===== src/rtl/bin_to_bcd_pkg.sv =====
// Shared types and constants for the 10-bit binary to 3-digit BCD converter.
package bin_to_bcd_pkg;

    localparam int BIN_W   = 10;   // width of the binary input
    localparam int DIGITS  = 3;    // BCD digits produced (hundreds, tens, units)
    localparam int SHIFTS  = 10;   // one double-dabble step per input bit
    localparam int MAX_VAL = 999;  // largest value representable in DIGITS digits

    typedef enum logic [1:0] {
        IDLE  = 2'd0,
        SHIFT = 2'd1,
        DONE  = 2'd2
    } state_t;

endpackage


===== src/rtl/bcd_add3_digit.sv =====
// Double-dabble correction for one BCD digit: digits of 5 or more get +3 so
// that the following left shift carries correctly into the next digit.
module bcd_add3_digit (
    input  logic [3:0] digit_i,
    output logic [3:0] digit_o
);

    // Pure combinational correction, no state.
    always_comb begin
        digit_o = digit_i;
        if (digit_i >= 4'd5) begin
            digit_o = digit_i + 4'd3;
        end
    end

endmodule


===== src/rtl/bin_to_bcd_trio.sv =====
// Sequential double-dabble converter: 10-bit binary to three BCD digits with a
// fixed 11-cycle start-to-done latency (10 SHIFT cycles, then one DONE cycle).
// Optional macro BIN_TO_BCD_TRIO_SAT_EN: values above 999 saturate to 9/9/9
// with ovf=1; without it such values wrap modulo 1000 and ovf stays 0.
module bin_to_bcd_trio
    import bin_to_bcd_pkg::*;
(
    input  logic             clk,
    input  logic             rst,
    input  logic             start,
    input  logic [BIN_W-1:0] bin,
    output logic             busy,
    output logic             done,
    output logic [3:0]       num0,
    output logic [3:0]       num1,
    output logic [3:0]       num2,
    output logic             ovf
);

`ifdef BIN_TO_BCD_TRIO_SAT_EN
    localparam bit SAT_EN = 1'b1;
`else
    localparam bit SAT_EN = 1'b0;
`endif

    localparam int              ACC_W    = 4 * DIGITS;
    localparam logic [3:0]      LAST_CNT = 4'(SHIFTS - 1);
    localparam logic [ACC_W-1:0] NINES   = {DIGITS{4'd9}};

    state_t             state_q;
    logic [BIN_W-1:0]   bin_q;
    logic [ACC_W-1:0]   acc_q;
    logic [3:0]         cnt_q;
    logic               big_q;
    logic               busy_q;
    logic               done_q;
    logic [ACC_W-1:0]   num_q;
    logic               ovf_q;

    logic [ACC_W-1:0]   acc_adj;
    logic [ACC_W-1:0]   acc_d;
    logic [BIN_W-1:0]   bin_d;
    logic               big_d;

    // Per-digit add-3 correction ahead of every shift.
    genvar gi;
    generate
        for (gi = 0; gi < DIGITS; gi++) begin : g_add3
            bcd_add3_digit u_add3 (
                .digit_i (acc_q[4*gi +: 4]),
                .digit_o (acc_adj[4*gi +: 4])
            );
        end
    endgenerate

    // Shift {accumulator, binary} left by one. The bit leaving the top digit
    // is a thousands carry: the running prefix has reached 1000, so the final
    // value exceeds 999. It is sticky for the rest of the conversion.
    assign acc_d = {acc_adj[ACC_W-2:0], bin_q[BIN_W-1]};
    assign bin_d = {bin_q[BIN_W-2:0], 1'b0};
    assign big_d = big_q | acc_adj[ACC_W-1];

    // Control FSM with all outputs registered; results load on entry to DONE.
    always_ff @(posedge clk or posedge rst) begin
        if (rst) begin
            state_q <= IDLE;
            bin_q   <= '0;
            acc_q   <= '0;
            cnt_q   <= '0;
            big_q   <= 1'b0;
            busy_q  <= 1'b0;
            done_q  <= 1'b0;
            num_q   <= '0;
            ovf_q   <= 1'b0;
        end else begin
            done_q <= 1'b0;
            case (state_q)
                IDLE: begin
                    if (start) begin
                        bin_q   <= bin;
                        acc_q   <= '0;
                        cnt_q   <= '0;
                        big_q   <= 1'b0;
                        busy_q  <= 1'b1;
                        state_q <= SHIFT;
                    end
                end
                SHIFT: begin
                    acc_q <= acc_d;
                    bin_q <= bin_d;
                    big_q <= big_d;
                    cnt_q <= cnt_q + 4'd1;
                    if (cnt_q == LAST_CNT) begin
                        state_q <= DONE;
                        done_q  <= 1'b1;
                        num_q   <= (SAT_EN && big_d) ? NINES : acc_d;
                        ovf_q   <= SAT_EN && big_d;
                    end
                end
                DONE: begin
                    busy_q  <= 1'b0;
                    state_q <= IDLE;
                end
                default: begin
                    busy_q  <= 1'b0;
                    state_q <= IDLE;
                end
            endcase
        end
    end

    assign busy = busy_q;
    assign done = done_q;
    assign num0 = num_q[3:0];
    assign num1 = num_q[7:4];
    assign num2 = num_q[11:8];
    assign ovf  = ovf_q;

endmodule


===== config.mk =====
export PLATFORM = sky130hd
export DESIGN_NAME = bin_to_bcd_trio
export DESIGN_NICKNAME = d
export VERILOG_FILES = /design/src/rtl/bin_to_bcd_pkg.sv /design/src/rtl/bcd_add3_digit.sv /design/src/rtl/bin_to_bcd_trio.sv
export SDC_FILE = /design/constraint.sdc
export NUM_CORES = 1
export LEC_CHECK = 0
export CAP_MARGIN = 20
export CORE_ASPECT_RATIO = 0.5
export CORE_MARGIN = 8
export CORE_UTILIZATION = 45
export CTS_BUF_LIST = sky130_fd_sc_hd__clkbuf_16
export DETAILED_ROUTE_END_ITERATION = 16
export PLACE_DENSITY = 0.68
export RECOVER_POWER = 100
export SLEW_MARGIN = 20
export SYNTH_ARGS = -nofsm -noshare
export SYNTH_HDL_FRONTEND = slang
export SYNTH_SLANG_ARGS = --single-unit

===== constraint.sdc =====
create_clock -name clk -period 2 [get_ports clk]
set_clock_uncertainty 0.1 [all_clocks]
set_input_delay 0.4 -clock clk [delete_from_list [all_inputs] [get_ports clk]]
set_output_delay 0.4 -clock clk [all_outputs]
set_load 0.05 [all_outputs]

==> out/results.txt, run 1 <==
outcome - completed
final number of hold-violating endpoints - 0
adder-cell share of the synthesized area - 0.0515
total of max-cap violations - 0
Top cell by count, worst path - nor2_1
number of synthesized flops with an enable pin - 0
crit path DAT - 2.00 ns
CTS tree - yes
GR Overflow Total - 0
vias in the first global route - 1,386
gpl congestion - 0.769
Worst-Margin Slew - 1.05 ns
Via density - 4.96
Core ar. - 4280 µm²
Ports - 28
VDD IR max - 0.762 mV
Root Buffer Master - clkbuf_16
register share of total power - 0.370
hpwl dp - 2790 µm
initial antenna violation count - 0
Syn-to-layout area delta - 17.9%
Critical Path Sink Type - flop
total wire length - 3880 µm
kind of critical path - in2reg
Final Core Density - 0.536
Final setup viols - 0
CTS clk-pin slew, worst paths - 0.06 ns
met2 WL - 1510 µm
XOR/XNOR Fraction of Synth Area - 0.0180
Max Used Layer - met4
fillers - 386
worst rel slew slack - 0.303
Longest Clk Path Bufs - 2
Post CTS Setup Buffer Count - 0
simple-gate area share of the yosys netlist - 0.162
slowest library cell on the worst path - dlygate4sd3_1
Fmax - 530 MHz
PortBufs - 26
RSZ-0062 raised after global routing - false
Antenna Cells - 0
Yosys Warn Count - 0
P per Cell Area - 1770 nW/µm²
# nets final - 246
clk_lat worst skew - 0.28 ns
Netlist cell types - 28
Lkg Pwr - 1.04 nW
Comb power frac - 0.441
first-pass GRT wire length - 6750 µm
FP Rows - 17
met3 WL - 152 µm
share of cells above drive strength 1 - 0.0664
wire per inst - 13.7 µm
largest net degree at the start of global routing - 43
met1 wire length - 2160 µm
Yosys top cell by area - dfrtp_1
All-Layer GR Usage - 0.124
Cell Int Power - 2.29 mW
chip height - 62.5 µm
FF+latch count, synth - 42
Synth area leaders - dfrtp_1 54%, o21ai_0 6.7%, ha_1 5.2%
CP max stage delay - 0.53 ns
most common cell after layout, fill and taps aside - dfrtp_1
Final Instance Area - 2290 µm²
First-pass DRT Iterations - 4
largest family of logic cells by synthesized area - simple AND/OR/NAND/NOR gates
Synth Area per Inst - 9.91 µm²
DRC - 0
setup TNS - 0 ns
Tcrit/Tclk final - 0.943
asr flop ratio synth - 1.00
post-synthesis sequential area ratio - 0.541
minimum clock period - 1.89 ns
Synth Instances - 196
DRT iter0 DRCs - 42
Mapped Area - 1940 µm²
largest fanout on the critical path - 9
worst hold path type - reg2reg
Die W - 109 µm
most frequent cells in the layout - 42 x dfrtp_1, 26 x o21ai_0, 20 x nand2_1, 19 x nor2_1, 16 x clkbuf_1
Slew Viols, Final - 0
mux share of post-synthesis cell area - 0.0174
CTS H-tree depth - 2
P_sw - 1.77 mW
total number of clock tree sinks - 42
crit path launch type - input pin
sw frac - 0.435
Tot Pwr - 4.06 mW
top-area cell type share of the netlist area - 0.541
Die ar. - 6800 µm²
post-cts resize count - 0
Top FF cell, synth - dfrtp_1
Placement Cell Area - 2240 µm²
Initial Utilization - 0.454
critical path, cell by cell - dlygate4sd3_1, or3b_1, nand2_1, clkbuf_1, nor2_1, nor2_1
CTS Buf Count - 5
Worst EP required - 2.11 ns
Mapped Nets - 217
post-route ant nets - 0
routed via count - 1,405
clock share of power - 0.188
hold buffer count at cts - 0
Synth Area in Compound Gates - 0.150
[worst max-delay path, delay by kind of cell]
family | cells | cell delay, ns
buffers and inverters | 2 | 0.87
AND/OR/NAND/NOR | 4 | 0.73
[flip-flops by register name (all words and copies together), names as in the netlist]
name / count
acc_q: 12
num_q: 12
bin_q: 10
cnt_q: 4
state_q: 2
busy: 1
done: 1
[metrics by stage]
step           worst slack [ns]  std cells  hold slack, ns
2_1_floorplan             0.376        196           0.350
3_3_place_gp             0.0829        275           0.369
3_5_place_dp             0.0614        275           0.375
4_1_cts                   0.172        283           0.387
5_1_grt                 0.00866        283           0.406
6_report                  0.113        283           0.374
[logic make-up after synthesis]
family / Yosys count
buffers and inverters: 23
AND/OR/NAND/NOR: 65
XOR/XNOR: 4
AO/OA/AOI/OAI: 50
multiplexers: 3
other: 1
flip-flops: 42
adder cells (fa/ha/maj): 8
[power by group through the flow]
stage          Sequential [mW]  Clock, mW  Combinational [mW]
6_report                  1.50      0.765                1.79
4_1_cts                   1.51      0.790                1.95
5_1_grt                   1.56      0.822                2.03
3_5_place_dp              1.51          0                1.95
3_3_place_gp              1.51          0                1.91
2_1_floorplan             1.84          0                1.10
[layer usage]
layer / vias to the layer above / GRT usage
met5: - / 0
met4: 0 / 0.0457
met3: 7 / 0.0401
met2: 19 / 0.165
met1: 655 / 0.178
li1: 724 / -
[path summary, 6_finish.rpt]
path	startpoint	end	slack, ns	depth (start not counted)
max	start	bin_q[2]	0.11	6
min	num_q[9]	num_q[9]	0.37	2
max reg2reg	acc_q[8]	acc_q[10]	0.19	6
min reg2reg	num_q[9]	num_q[9]	0.37	2
max in group asynchronous	rst	bin_q[6]	0.37	3
min in group asynchronous	rst	busy	0.79	3
[area by class of cell]
type | instances | area, µm² | area share
tap | 57 | 71.3 | 0.0311
clock inverter | 3 | 12.5 | 0.00546
multi-input combinational | 131 | 771 | 0.337
sequential | 42 | 1050 | 0.459
inverter | 11 | 41.3 | 0.0180
timing repair buffer | 34 | 218 | 0.0951
clock buffer | 5 | 125 | 0.0546
[cell usage after synthesis, types with 3 or more instances]
cell type  instances
a21oi_1            8
a32o_1             3
buf_2              3
clkbuf_1           6
dfrtp_1           42
ha_1               8
inv_1             11
mux2_2             3
nand2_1           19
nand2b_1           4
nand3_1           12
nor2_1            19
nor3b_1            6
o21ai_0           26
o22ai_1            9
o31ai_1            3
xnor2_1            3
Power figures use the tool's default switching activity.
==> inputs of run 2 (changes only) <==
--- a/config.mk
+++ b/config.mk
@@ -8,10 +8,8 @@
 export CAP_MARGIN = 20
 export CORE_ASPECT_RATIO = 0.5
 export CORE_MARGIN = 8
-export CORE_UTILIZATION = 45
-export CTS_BUF_LIST = sky130_fd_sc_hd__clkbuf_16
+export CORE_UTILIZATION = 25
 export DETAILED_ROUTE_END_ITERATION = 16
-export PLACE_DENSITY = 0.68
 export RECOVER_POWER = 100
 export SLEW_MARGIN = 20
 export SYNTH_ARGS = -nofsm -noshare
==> out/results.txt, run 2 (synthesized netlist as in run 1, its figures left out) <==
most frequent cells in the layout - 42 x dfrtp_1, 26 x o21ai_0, 20 x nand2_1, 19 x nor2_1, 17 x clkbuf_1
CTS clk-pin slew, worst paths - 0.06 ns (about the same)
total of max-cap violations - 0 (unchanged)
total wire length - 3720 µm (-4.1%)
worst rel slew slack - 0.307 (+0.00402)
CTS tree - yes
clk_lat worst skew - 0.28 ns (about the same)
DRC - 0 (unchanged)
hold_sp - num_q[7]
chip height - 78.3 µm (+25%)
hold slack - 0.383 ns (+0.00845 ns)
Ports - 28 (unchanged)
outcome - completed
crit path DAT - 1.39 ns (-0.61 ns)
Tcrit/Tclk final - 0.943 (about the same)
Antenna Cells - 0 (unchanged)
Longest Clk Path Bufs - 2 (unchanged)
dpl cells - 315 (+15%)
Syn-to-layout area delta - 21.6%
CTS Buf Count - 5 (unchanged)
hold buffer count at cts - 0 (unchanged)
Worst EP required - 1.50 ns (-0.61 ns)
VDD IR max - 0.496 mV (-35%)
Initial Utilization - 0.261 (-0.193)
initial antenna violation count - 0 (unchanged)
First-pass DRT Iterations - 4 (unchanged)
PortBufs - 26 (unchanged)
post-route ant nets - 0 (unchanged)
multi-input logic area - 774 µm² (+0.49%)
first-pass GRT wire length - 6650 µm (-1.4%)
Core ar. - 7430 µm² (+74%)
Finished Layout Cells - 323 (+14%)
Worst Path Buf+Inv - 1 (-1)
crit path launch type - flop
Post CTS Setup Buffer Count - 0 (unchanged)
kind of critical path - reg2out
All-Layer GR Usage - 0.0723 (-0.0514)
GR Overflow Total - 0 (unchanged)
Die W - 141 µm (+29%)
setup TNS - 0 ns (unchanged)
P per Cell Area - 1730 nW/µm² (-2.2%)
top flop regs - acc_q (12), num_q (12), bin_q (10)
Fmax - 530 MHz (about the same)
fillers - 773 (+100%)
share of cells above drive strength 1 - 0.0793 (+0.0129)
critical path, cell by cell - clkdlybuf4s50_1
Tot Pwr - 4.09 mW (+0.86%)
Root Buffer Master - clkbuf_16
gpl congestion - 0.729 (-5.1%)
hpwl dp - 2750 µm (-1.7%)
Final setup viols - 0 (unchanged)
reg2reg start - acc_q[0]
cell family with most CP delay - buffers and inverters
# nets final - 247 (+0.41%)
Via density - 4.44 (-11%)
Slew Viols, Final - 0 (unchanged)
largest net degree at the start of global routing - 43 (unchanged)
Worst-Margin Slew - 1.04 ns (-0.00603 ns)
CP max stage delay - 0.79 ns (+0.26 ns)
minimum clock period - 1.89 ns (+0.000316 ns)
Reg area - 1050 µm² (unchanged)
wire per inst - 11.5 µm (-16%)
largest fanout on the critical path - 1 (-8)
Critical Path Start - done
routed via count - 1,434 (+2.1%)
slowest library cell on the worst path - clkdlybuf4s50_1
RSZ-0062 raised after global routing - false
Die ar. - 11,000 µm² (+62%)
DRT iter0 DRCs - 97 (+130%)
final number of hold-violating endpoints - 0 (unchanged)
total number of clock tree sinks - 42 (unchanged)
Critical Path Sink Type - output pin
Lkg Pwr - 1.04 nW (+0.55%)
most common cell after layout, fill and taps aside - dfrtp_1
FP Rows - 22 (+5)
vias in the first global route - 1,472 (+6.2%)
CTS H-tree depth - 2 (unchanged)
worst hold path type - reg2reg
-- run 2: cell types whose count changed in the layout (fill, tap and decap cells not counted) --
cell             change
clkbuf_1             +1
clkinv_1             -1
a21oi_1              -1
a21oi_2              +1
inv_1                -1
clkbuf_8             +1
mux2_1               -1
clkdlybuf4s50_1      +1
mux2_2               +1
-- run 2: final timing paths --
kind,depth (start not counted),slack [ns],endpoint
max in group asynchronous,3,0.37,bin_q[0]
hold / removal,2,0.38,num_q[7]
setup reg to reg,6,0.19,num_q[2]
hold reg to reg,2,0.38,num_q[7]
setup / recovery,1,0.11,done
min in group asynchronous,3,0.79,done
-- run 2: stage by stage --
step                      worst slack (ns)   util  cell area, µm²
after global routing               0.00660  0.318            2360
after detailed placement            0.0634  0.309            2300
after global placement              0.0705  0.309            2300
final                                0.113  0.318            2360
after floorplan                      0.376      -            1940
after CTS                           0.0958  0.329            2450
-- run 2: final cells by class --
class	instances	area share
Clock buffer	7	0.0604
Clock inverter	1	0.00212
Inverter	11	0.0175
Multi-Input combinational cell	131	0.328
Sequential cell	42	0.445
Tap cell	96	0.0508
Timing Repair Buffer	35	0.0964
-- run 2: power by group --
group          switching, mW  total [mW]  internal [mW]
combinational           1.17        1.80          0.631
sequential             0.274        1.50           1.23
clock                  0.301       0.795          0.494
total                   1.74        4.09           2.35
-- run 2: layer usage --
metal	track usage	vias to the layer above	routed length [µm]
li1	-	731	-
met1	0.0763	683	1640
met2	0.135	13	1930
met3	0.0181	7	83
met4	0.0351	0	66
met5	0	-	0
-- run 2: repair_timing --
action                     4_1_cts  5_1_grt
setup endpoints to repair        0        2
resized for setup                0        1
hold endpoints to repair         0        0
